--- config.mk ---
export PLATFORM = sky130hd
export DESIGN_NAME = aq_lsu_amr_mstream_flat
export DESIGN_NICKNAME = d
export VERILOG_FILES = /design/src/rtl/aq_lsu_amr_mstream_if.sv /design/src/rtl/aq_lsu_amr_mstream.sv /design/src/flat_wrapper.sv
export SDC_FILE = /design/constraint.sdc
export NUM_CORES = 1
export LEC_CHECK = 0
export CAP_MARGIN = 20
export CELL_PAD_IN_SITES_DETAIL_PLACEMENT = 1
export CELL_PAD_IN_SITES_GLOBAL_PLACEMENT = 1
export CORE_MARGIN = 2
export CORE_UTILIZATION = 40
export CTS_CLUSTER_DIAMETER = 50
export CTS_CLUSTER_SIZE = 8
export DETAILED_ROUTE_END_ITERATION = 10
export PLACE_DENSITY = 0.68
export SLEW_MARGIN = 20
export SYNTH_ARGS = -nofsm -noshare
export SYNTH_HDL_FRONTEND = slang
export SYNTH_SLANG_ARGS = --single-unit
--- constraint.sdc ---
create_clock -name forever_cpuclk -period 5.5 [get_ports forever_cpuclk]
set_clock_uncertainty 0.05 [all_clocks]
set_input_delay 1.1 -clock forever_cpuclk [delete_from_list [all_inputs] [get_ports forever_cpuclk]]
set_output_delay 1.1 -clock forever_cpuclk [all_outputs]
set_load 0.01 [all_outputs]
--- src/rtl/aq_lsu_amr_mstream_if.sv ---
`default_nettype none
// ============================================================================
// Interface : aq_lsu_amr_mstream_if
// Brief     : DC-stage store bus into the AMR stream detector and its results.
// Revision  : 1.0
// ============================================================================
interface aq_lsu_amr_mstream_if #(
  parameter int PADDR   = 40,
  parameter int STREAMS = 2
);
  logic               dc_amr_st_req;
  logic               dc_amr_st_mask;
  logic               dc_amr_st_miss;
  logic [PADDR-1:0]   dc_amr_st_addr;
  logic [4:0]         dc_amr_st_size;
  logic               amr_dc_wa_dis;
  logic [STREAMS-1:0] amr_stream_func;

  modport master (
    output dc_amr_st_req, dc_amr_st_mask, dc_amr_st_miss, dc_amr_st_addr, dc_amr_st_size,
    input  amr_dc_wa_dis, amr_stream_func
  );

  modport slave (
    input  dc_amr_st_req, dc_amr_st_mask, dc_amr_st_miss, dc_amr_st_addr, dc_amr_st_size,
    output amr_dc_wa_dis, amr_stream_func
  );
endinterface
`default_nettype wire

--- src/rtl/aq_lsu_amr_mstream.sv ---
`default_nettype none
// ============================================================================
// Module   : aq_lsu_amr_mstream
// Brief    : Multi-stream store-stream detector; a stream holding a constant
//            stride over N lines disables D-cache write-allocate.
//            Optional PMU outputs enabled by `define AQ_LSU_AMR_PMU_EN.
// Revision : 1.0
// ============================================================================
module aq_lsu_amr_mstream #(
  parameter int PADDR      = 40,
  parameter int STREAMS    = 2,
  parameter int LINE_BYTES = 64,
  parameter int MAX_STRIDE = 64,
  parameter int CONF_W     = 2
) (
  input  logic                forever_cpuclk,
  input  logic                cpurst,
  input  logic [1:0]          cp0_lsu_amr,
  input  logic                cp0_lsu_dcache_en,
  input  logic                cp0_lsu_sync_req,
  input  logic                dc_amr_cancel,
  aq_lsu_amr_mstream_if.slave st
`ifdef AQ_LSU_AMR_PMU_EN
  ,
  output logic                amr_pmu_func_enter,
  output logic [15:0]         amr_pmu_wa_dis_cnt
`endif
);

  typedef enum logic [2:0] {
    S_IDLE      = 3'd0,
    S_MISS_WAIT = 3'd1,
    S_CALS      = 3'd2,
    S_CHCK      = 3'd3,
    S_FUNC      = 3'd4
  } state_t;

  localparam int               VW           = (STREAMS > 1) ? $clog2(STREAMS) : 1;
  localparam logic [PADDR-1:0] MAX_STRIDE_P = PADDR'(MAX_STRIDE);
  localparam logic [8:0]       LINE_P       = 9'(LINE_BYTES);

  logic               flush, full, any_near, any_idle, do_alloc, replace, wa_dis;
  logic [6:0]         acc_size, acc_size_d, threshold;
  logic [7:0]         acc_sum;
  logic [VW-1:0]      victim_q, victim_d;
  logic [STREAMS-1:0] near, claim, idle, alloc_sel, func, match;

  state_t             state_q    [STREAMS];
  state_t             state_d    [STREAMS];
  logic [PADDR-1:0]   addr_q     [STREAMS];
  logic [PADDR-1:0]   addr_d     [STREAMS];
  logic [7:0]         stride_q   [STREAMS];
  logic [7:0]         stride_d   [STREAMS];
  logic [7:0]         bytes_q    [STREAMS];
  logic [7:0]         bytes_d    [STREAMS];
  logic [6:0]         line_q     [STREAMS];
  logic [6:0]         line_d     [STREAMS];
  logic [CONF_W-1:0]  conf_q     [STREAMS];
  logic [CONF_W-1:0]  conf_d     [STREAMS];
  logic [PADDR-1:0]   delta      [STREAMS];
  logic [PADDR-1:0]   abs_delta  [STREAMS];
  logic [PADDR-1:0]   stride_ext [STREAMS];
  logic [7:0]         abs_stride [STREAMS];
  logic [8:0]         bytes_sum  [STREAMS];
  logic [7:0]         bytes_wrap [STREAMS];
  logic [6:0]         line_inc   [STREAMS];

  assign flush = (cp0_lsu_amr == 2'b00) | ~cp0_lsu_dcache_en | cp0_lsu_sync_req | dc_amr_cancel;
  assign full  = st.dc_amr_st_req & ~st.dc_amr_st_mask;

  assign acc_sum    = {1'b0, acc_size} + {3'b000, st.dc_amr_st_size};
  assign acc_size_d = full             ? {2'b00, st.dc_amr_st_size} :
                      st.dc_amr_st_req ? (acc_sum[7] ? 7'h7f : acc_sum[6:0]) : acc_size;

  always_comb begin
    threshold = 7'd0;
    case (cp0_lsu_amr)
      2'b01:   threshold = 7'd4;
      2'b10:   threshold = 7'd16;
      2'b11:   threshold = 7'd64;
      default: threshold = 7'd0;
    endcase
  end

  for (genvar k = 0; k < STREAMS; k++) begin : g_trk
    assign delta[k]      = st.dc_amr_st_addr - addr_q[k];
    assign abs_delta[k]  = delta[k][PADDR-1] ? -delta[k] : delta[k];
    assign stride_ext[k] = {{(PADDR-8){stride_q[k][7]}}, stride_q[k]};
    assign abs_stride[k] = stride_q[k][7] ? -stride_q[k] : stride_q[k];
    assign bytes_sum[k]  = {1'b0, bytes_q[k]} + {1'b0, abs_stride[k]};
    assign bytes_wrap[k] = bytes_sum[k][7:0] - LINE_P[7:0];
    assign line_inc[k]   = line_q[k] + 7'd1;
    // A repeated address never counts as continuing the stride.
    assign match[k]      = (delta[k] == stride_ext[k]) && (delta[k] != '0);
    assign idle[k]       = (state_q[k] == S_IDLE);
    assign func[k]       = (state_q[k] == S_FUNC);
    assign near[k]       = st.dc_amr_st_req && !idle[k] && (abs_delta[k] <= MAX_STRIDE_P);
  end

  // Lowest-index near tracker claims; allocation prefers the lowest idle tracker.
  always_comb begin
    claim     = '0;
    alloc_sel = '0;
    any_near  = 1'b0;
    any_idle  = 1'b0;
    for (int k = 0; k < STREAMS; k++) begin
      if (near[k] && !any_near) begin
        claim[k] = 1'b1;
        any_near = 1'b1;
      end
      if (idle[k] && !any_idle) begin
        alloc_sel[k] = 1'b1;
        any_idle     = 1'b1;
      end
    end
    if (!any_idle) begin
      for (int k = 0; k < STREAMS; k++) alloc_sel[k] = (victim_q == VW'(k));
    end
  end

  assign do_alloc = st.dc_amr_st_req & st.dc_amr_st_miss & ~any_near;
  assign replace  = do_alloc & ~any_idle & ~flush;
  assign victim_d = !replace ? victim_q :
                    (victim_q == VW'(STREAMS-1)) ? '0 : victim_q + VW'(1);

  always_comb begin
    for (int k = 0; k < STREAMS; k++) begin
      state_d[k]  = state_q[k];
      addr_d[k]   = addr_q[k];
      stride_d[k] = stride_q[k];
      bytes_d[k]  = bytes_q[k];
      line_d[k]   = line_q[k];
      conf_d[k]   = conf_q[k];
      if (flush) begin
        state_d[k] = S_IDLE;
      end else if (do_alloc && alloc_sel[k]) begin
        state_d[k]  = st.dc_amr_st_mask ? S_MISS_WAIT : S_CALS;
        addr_d[k]   = st.dc_amr_st_addr;
        stride_d[k] = '0;
        bytes_d[k]  = '0;
        line_d[k]   = '0;
        conf_d[k]   = '0;
      end else if (claim[k] && full) begin
        addr_d[k] = st.dc_amr_st_addr;
        case (state_q[k])
          S_MISS_WAIT: state_d[k] = S_CALS;
          S_CALS: begin
            if (abs_delta[k] == {{(PADDR-7){1'b0}}, acc_size}) begin
              state_d[k]  = S_CHCK;
              stride_d[k] = delta[k][7:0];
              bytes_d[k]  = '0;
              line_d[k]   = '0;
            end else begin
              state_d[k] = S_IDLE;
            end
          end
          S_CHCK: begin
            if (!match[k]) begin
              state_d[k] = S_IDLE;
            end else if (bytes_sum[k] >= LINE_P) begin
              bytes_d[k] = bytes_wrap[k];
              line_d[k]  = line_inc[k];
              if (line_inc[k] == threshold) begin
                state_d[k] = S_FUNC;
                conf_d[k]  = '1;
              end
            end else begin
              bytes_d[k] = bytes_sum[k][7:0];
            end
          end
          S_FUNC: begin
            if (match[k]) begin
              if (conf_q[k] != '1) conf_d[k] = conf_q[k] + CONF_W'(1);
            end else if (conf_q[k] != '0) begin
              conf_d[k] = conf_q[k] - CONF_W'(1);
            end else begin
              state_d[k] = S_IDLE;
            end
          end
          default: state_d[k] = state_q[k];
        endcase
      end
    end
  end

  always_ff @(posedge forever_cpuclk or posedge cpurst) begin
    if (cpurst) begin
      acc_size <= '0;
      victim_q <= '0;
      for (int k = 0; k < STREAMS; k++) begin
        state_q[k]  <= S_IDLE;
        addr_q[k]   <= '0;
        stride_q[k] <= '0;
        bytes_q[k]  <= '0;
        line_q[k]   <= '0;
        conf_q[k]   <= '0;
      end
    end else begin
      acc_size <= acc_size_d;
      victim_q <= victim_d;
      for (int k = 0; k < STREAMS; k++) begin
        state_q[k]  <= state_d[k];
        addr_q[k]   <= addr_d[k];
        stride_q[k] <= stride_d[k];
        bytes_q[k]  <= bytes_d[k];
        line_q[k]   <= line_d[k];
        conf_q[k]   <= conf_d[k];
      end
    end
  end

  assign wa_dis             = |func;
  assign st.amr_stream_func = func;
  assign st.amr_dc_wa_dis   = wa_dis;

`ifdef AQ_LSU_AMR_PMU_EN
  logic func_enter_d;

  always_comb begin
    func_enter_d = 1'b0;
    for (int k = 0; k < STREAMS; k++) begin
      if (state_q[k] == S_CHCK && state_d[k] == S_FUNC) func_enter_d = 1'b1;
    end
  end

  always_ff @(posedge forever_cpuclk or posedge cpurst) begin
    if (cpurst) begin
      amr_pmu_func_enter <= 1'b0;
      amr_pmu_wa_dis_cnt <= '0;
    end else begin
      amr_pmu_func_enter <= func_enter_d;
      if (full && wa_dis && amr_pmu_wa_dis_cnt != 16'hffff)
        amr_pmu_wa_dis_cnt <= amr_pmu_wa_dis_cnt + 16'd1;
    end
  end
`endif

endmodule
`default_nettype wire
--- src/flat_wrapper.sv ---
// flat-port wrapper written by rule: the top's interface ports become plain ports
module aq_lsu_amr_mstream_flat 
#(
  parameter int PADDR      = 40,
  parameter int STREAMS    = 2,
  parameter int LINE_BYTES = 64,
  parameter int MAX_STRIDE = 64,
  parameter int CONF_W     = 2
)
  (forever_cpuclk, cpurst, cp0_lsu_amr, cp0_lsu_dcache_en, cp0_lsu_sync_req, dc_amr_cancel, st_dc_amr_st_req, st_dc_amr_st_mask, st_dc_amr_st_miss, st_dc_amr_st_addr, st_dc_amr_st_size, st_amr_dc_wa_dis, st_amr_stream_func);
  aq_lsu_amr_mstream_if #(.PADDR(PADDR), .STREAMS(STREAMS)) st_i ();
  input  logic forever_cpuclk;
  input  logic cpurst;
  input  logic [1:0] cp0_lsu_amr;
  input  logic cp0_lsu_dcache_en;
  input  logic cp0_lsu_sync_req;
  input  logic dc_amr_cancel;
  input wire logic [$bits(st_i.dc_amr_st_req)-1:0] st_dc_amr_st_req;
  input wire logic [$bits(st_i.dc_amr_st_mask)-1:0] st_dc_amr_st_mask;
  input wire logic [$bits(st_i.dc_amr_st_miss)-1:0] st_dc_amr_st_miss;
  input wire logic [$bits(st_i.dc_amr_st_addr)-1:0] st_dc_amr_st_addr;
  input wire logic [$bits(st_i.dc_amr_st_size)-1:0] st_dc_amr_st_size;
  output wire logic [$bits(st_i.amr_dc_wa_dis)-1:0] st_amr_dc_wa_dis;
  output wire logic [$bits(st_i.amr_stream_func)-1:0] st_amr_stream_func;
  assign st_i.dc_amr_st_req = st_dc_amr_st_req;
  assign st_i.dc_amr_st_mask = st_dc_amr_st_mask;
  assign st_i.dc_amr_st_miss = st_dc_amr_st_miss;
  assign st_i.dc_amr_st_addr = st_dc_amr_st_addr;
  assign st_i.dc_amr_st_size = st_dc_amr_st_size;
  assign st_amr_dc_wa_dis = st_i.amr_dc_wa_dis;
  assign st_amr_stream_func = st_i.amr_stream_func;
  aq_lsu_amr_mstream #(.PADDR(PADDR), .STREAMS(STREAMS), .LINE_BYTES(LINE_BYTES), .MAX_STRIDE(MAX_STRIDE), .CONF_W(CONF_W)) u_core (.forever_cpuclk(forever_cpuclk), .cpurst(cpurst), .cp0_lsu_amr(cp0_lsu_amr), .cp0_lsu_dcache_en(cp0_lsu_dcache_en), .cp0_lsu_sync_req(cp0_lsu_sync_req), .dc_amr_cancel(dc_amr_cancel), .st(st_i));
endmodule
==> metrics.txt, run 1 <==
H-tree lvl count 4; Async SR Flop Fraction 100.0%; mapped cell area 18220 um^2; Main synth FF type dfrtp_1; flops & latches, synth 144; largest family of logic cells by synthesized area compound AO/OA/AOI/OAI gates; clk sinks 144; maximum clock path buffer count 2; Crit. endpoint post-GRT repair u_core.addr_q[48]$_DFFE_PP0P_/D; Syn Nets 2544; DP Worst Slack -1585 ps; top cell type's share of synthesized area 19.78%; synth warn 0; Total GRT Usage 73.50%; post-synthesis mux area share 4.690%; most area-hungry cell type in the Yosys netlist dfrtp_1; status aborted with a tool error; sequential share of the synthesized area 19.78%; EDFF count, synth 0; CTS hold repair buffers 0; worst ep type sequential cell input; Last stage global routing; Synth Area in Compound Gates 29.71%; die height 217.4 um; initial core utilization 40.32%; Die Wd 217.4 um; Rows 78; total CTS buffers 17; xor and xnor fraction of the mapped netlist area 5.782%; root buf cell clkbuf_16; syn avg cell area 7.659 um^2; tool error [ERROR GRT-0232] Routing congestion too high. Check the congestion heatmap in the GUI.; GRT Residual Overflow 152; io pins 58; hpwl dp 70630 um; Synth area leaders dfrtp_1, ha_1, nand2_1, o21ai_0, a21oi_1; routability cong. 0.9914; post-synthesis simple-gate area fraction 26.26%; pin count of the biggest net entering global routing 76; Netlist cell types 116; Buffers on Ports 57; Post-Synth Adder-Cell Area 7.760%; Post-Syn Instances 2379
-- metrics by stage --
stage,cells,cell area (um^2),utilization [%],hold WS (ps),setup TNS [ps]
2_1_floorplan,2379,18570,-,392.3,-2437
3_3_place_gp,3748,25660,56.78,406.5,-189710
3_5_place_dp,3748,25660,56.78,415.4,-196880
4_1_cts,3907,29980,66.34,430.5,-17270
-- synth_stat cells (29+ instances only) --
library cell	count
o21a_1	33
a211oi_1	30
and3_1	40
xor2_1	34
o21ai_0	156
a21oi_1	144
dfrtp_1	144
xnor2_1	80
buf_2	31
o211ai_1	35
inv_1	145
nor2_1	167
ha_1	105
a21o_1	34
nand3_1	63
or3_1	29
nor3_1	89
nand4_1	64
nand2_1	229
mux2_2	59
nor4_1	37
clkbuf_1	57
-- timing repair --
item,CTS
cloned,12
endpoints found under the setup margin,137
pin swaps,163
buffers inserted,120
gates resized for setup,583
-- layer usage --
layer  track usage, %  GRT overflow
met5            8.438             0
met4            77.69            64
met3            52.29             4
met2            94.76            84
met1            73.16             0
-- kinds of logic after synthesis --
kind of cell	count (synthesis)
DFF	144
xor gates and xnor gates	117
muxes	78
adders and majority gates	110
AOI/OAI and AO/OA	768
buffers and inverters	258
and+or+nand+nor	904
==> inputs of run 2 (changes only) <==
--- a/config.mk
+++ b/config.mk
@@ -6,14 +6,10 @@
 export NUM_CORES = 1
 export LEC_CHECK = 0
 export CAP_MARGIN = 20
-export CELL_PAD_IN_SITES_DETAIL_PLACEMENT = 1
-export CELL_PAD_IN_SITES_GLOBAL_PLACEMENT = 1
 export CORE_MARGIN = 2
-export CORE_UTILIZATION = 40
-export CTS_CLUSTER_DIAMETER = 50
-export CTS_CLUSTER_SIZE = 8
+export CORE_UTILIZATION = 25
 export DETAILED_ROUTE_END_ITERATION = 10
-export PLACE_DENSITY = 0.68
+export PLACE_DENSITY_LB_ADDON = 0.15
 export SLEW_MARGIN = 20
 export SYNTH_ARGS = -nofsm -noshare
 export SYNTH_HDL_FRONTEND = slang
==> run 2 against run 1 <==
Effect of this change: area after synthesis is the same; synthesized cell count is the same; the flow now finishes, with violations (negative setup slack).
==> metrics.txt, run 2 <==
status finished, violations left; violated checks negative setup slack; Detailed Routing Iterations Pass 1 6; post-route minimum period 5918 ps; area grow syn2layout 69.78%; Worst Path Required 5800 ps; EDFF count, synth 0; Rows 98; vias 22530; Buffers on Ports 57; 1st-iter DRT viols 1495; hold path endpoint u_core.victim_q; reg2reg path depth 24; vias in the first global route 22340; maximum clock path buffer count 2; PD cells 256.8 nW/um^2; final WL 87410 um; die height 274.0 um; R2R Setup Slk -20 ps; Setup WS post-layout -418.1 ps; core area 71850 um^2; flops & latches, synth 144; H-tree lvl count 4; Final Slew Violations 0; Startpoint Class input pin; slew margin rel. 44.86%; Die Wd 274.0 um; pin count of the biggest net entering global routing 85; nets 3479; Clock transition at path regs 70 ps; Hold Fails Final Rpt 0; first-pass GRT wire length 132200 um; top cell type's share of synthesized area 19.78%; syn avg cell area 7.659 um^2; Design Area, Final 30930 um^2; period utilisation layout 107.6%; commonest cells after routing, fill and taps aside buf_4, nand2_1, nor2_1, dfrtp_1, inv_1; io pins 58; Top reg by flops u_core.addr_q; VDD IR max 0.2371 mV; Placement Cell Area 26200 um^2; synth warn 0; # DRC 0; max cap viols 0; post-route ant nets 0; hpwl dp 68480 um; CTS hold repair buffers 0; Hold Path Class flip-flop to flip-flop; final core utilization 43.05%; Wirelength per Cell 20.43 um; Syn Nets 2544; most common cell after layout, fill and taps aside buf_4; FF-to-FF Start u_core.addr_q[0]; Post-Syn Instances 2379; Setup CP Type input pin to flip-flop; Die Area 75050 um^2; Multi-input gate area 16450 um^2; CP Capture Type flip-flop; initial antenna violation count 1; Fmax achieved 169.0 MHz; initial core utilization 25.36%; GRT Residual Overflow 0; worst slew pin tran 820.8 ps; RSZ-0062 raised after global routing true; total negative slack -35070 ps; Netlist cell types 116; final setup fails 136; CTS tree built; Via density 5.266; max reg flops 80; sequential share of the synthesized area 19.78%; Main synth FF type dfrtp_1; total chip power 7.944 mW; most common cell in the synthesized netlist nand2_1; LEAKAGE 13.57 nW; mapped cell area 18220 um^2; WP data arrival 6220 ps; root buf cell clkbuf_16; Async SR Flop Fraction 100.0%; Register Area 3603 um^2; WHS Path Cells 1; most frequent cells after synthesis nand2_1, nor2_1, o21ai_0; Worst-Skew Late Latency 470 ps; Synth area leaders dfrtp_1, ha_1, nand2_1, o21ai_0, a21oi_1; Total GRT Usage 22.52%; routability cong. 0.8875; layout cells sized above 1 46.80%; hold wc startpoint u_core.victim_q; total CTS buffers 17; crit-path max FO 5; clk sinks 144; Layout fillers 7301; most area-hungry cell type in the Yosys netlist dfrtp_1; Reg2Reg Capture Point u_core.addr_q[67]
==> run 2: timing repair <==
item	CTS	global route
cloned	11	12
setup buffers	80	34
resized for setup	386	318
pin swaps	88	130
setup endpoints to repair	137	137
==> run 2: kinds of logic (layout without fill, tap and decap cells) <==
logic type,count (synthesis),in the layout,synth area share [%]
buffers and inverters,258,1206,6.022
multiplexers,78,78,4.690
other,0,1,0
adder cells (fa/ha/maj),110,110,7.760
flip-flops,144,144,19.78
AO/OA/AOI/OAI,768,768,29.71
AND/OR/NAND/NOR,904,904,26.26
XOR/XNOR,117,117,5.782
==> run 2: worst max-delay path by stage <==
stage,endpoint,start,slack (ps)
6_report,u_core.addr_q[67],st_dc_amr_st_addr[0],-420
5_1_grt,u_core.addr_q[63],st_dc_amr_st_addr[0],-630
4_1_cts,u_core.addr_q[64],st_dc_amr_st_addr[0],-420
3_5_place_dp,u_core.line_q[7],st_dc_amr_st_addr[0],-1660
3_3_place_gp,u_core.line_q[12],st_dc_amr_st_addr[0],-1640
2_1_floorplan,u_core.bytes_q[10],st_dc_amr_st_addr[0],-150
==> run 2: cell type report <==
cell class / instances / area share, %
Timing Repair Buffer: 1028 / 27.62
Inverter: 146 / 1.840
Tap cell: 950 / 3.842
Clock buffer: 17 / 1.375
Sequential cell: 144 / 11.65
Clock inverter: 15 / 0.4975
Antenna cell: 1 / 0.008089
Multi-Input combinational cell: 1977 / 53.17
==> run 2: routing by layer <==
layer / global-route usage (%) / share of wire (%) / vias up
met4: 4.620 / 1.8 / 0
met3: 2.347 / 4.5 / 69
li1: - / - / 10870
met5: 0 / 0 / -
met2: 35.89 / 45 / 505
met1: 32.66 / 49 / 11080
==> run 2: metrics by stage <==
stage                     hold WS [ps]  setup slack [ps]  instances
after floorplan                  392.3            -152.1       2379
after global placement           406.5             -1635       4120
after detailed placement         419.7             -1659       4120
after CTS                        429.1            -421.6       4239
after global routing             441.7            -626.3       4277
final                            434.4            -418.1       4278
==> run 2: power by group <==
part / switching (mW) / internal (mW)
clock network: 0.560 / 0.597
logic: 2.85 / 2.62
registers: 0.133 / 1.18
total: 3.54 / 4.40
==> run 2: worst max-delay path, cell delays in order <==
cell       delay, ps
buf_12           120
inv_16            40
ha_2             170
inv_1             60
fa_2             360
a21o_1           230
nand3_4          140
a2111oi_4         90
or4_4            450
a22oi_4          210
o211ai_4         110
or3_4            400
buf_4            160
nor4_2           270
buf_4            190
buf_4            100
o22ai_1           50
nor4_1           270
nand4_1          190
nor4_2           350
buf_4            230
o21a_4           200
buf_12           130
buf_12           120
buf_16           120
mux2_2           330
Power figures use the tool's default switching activity.
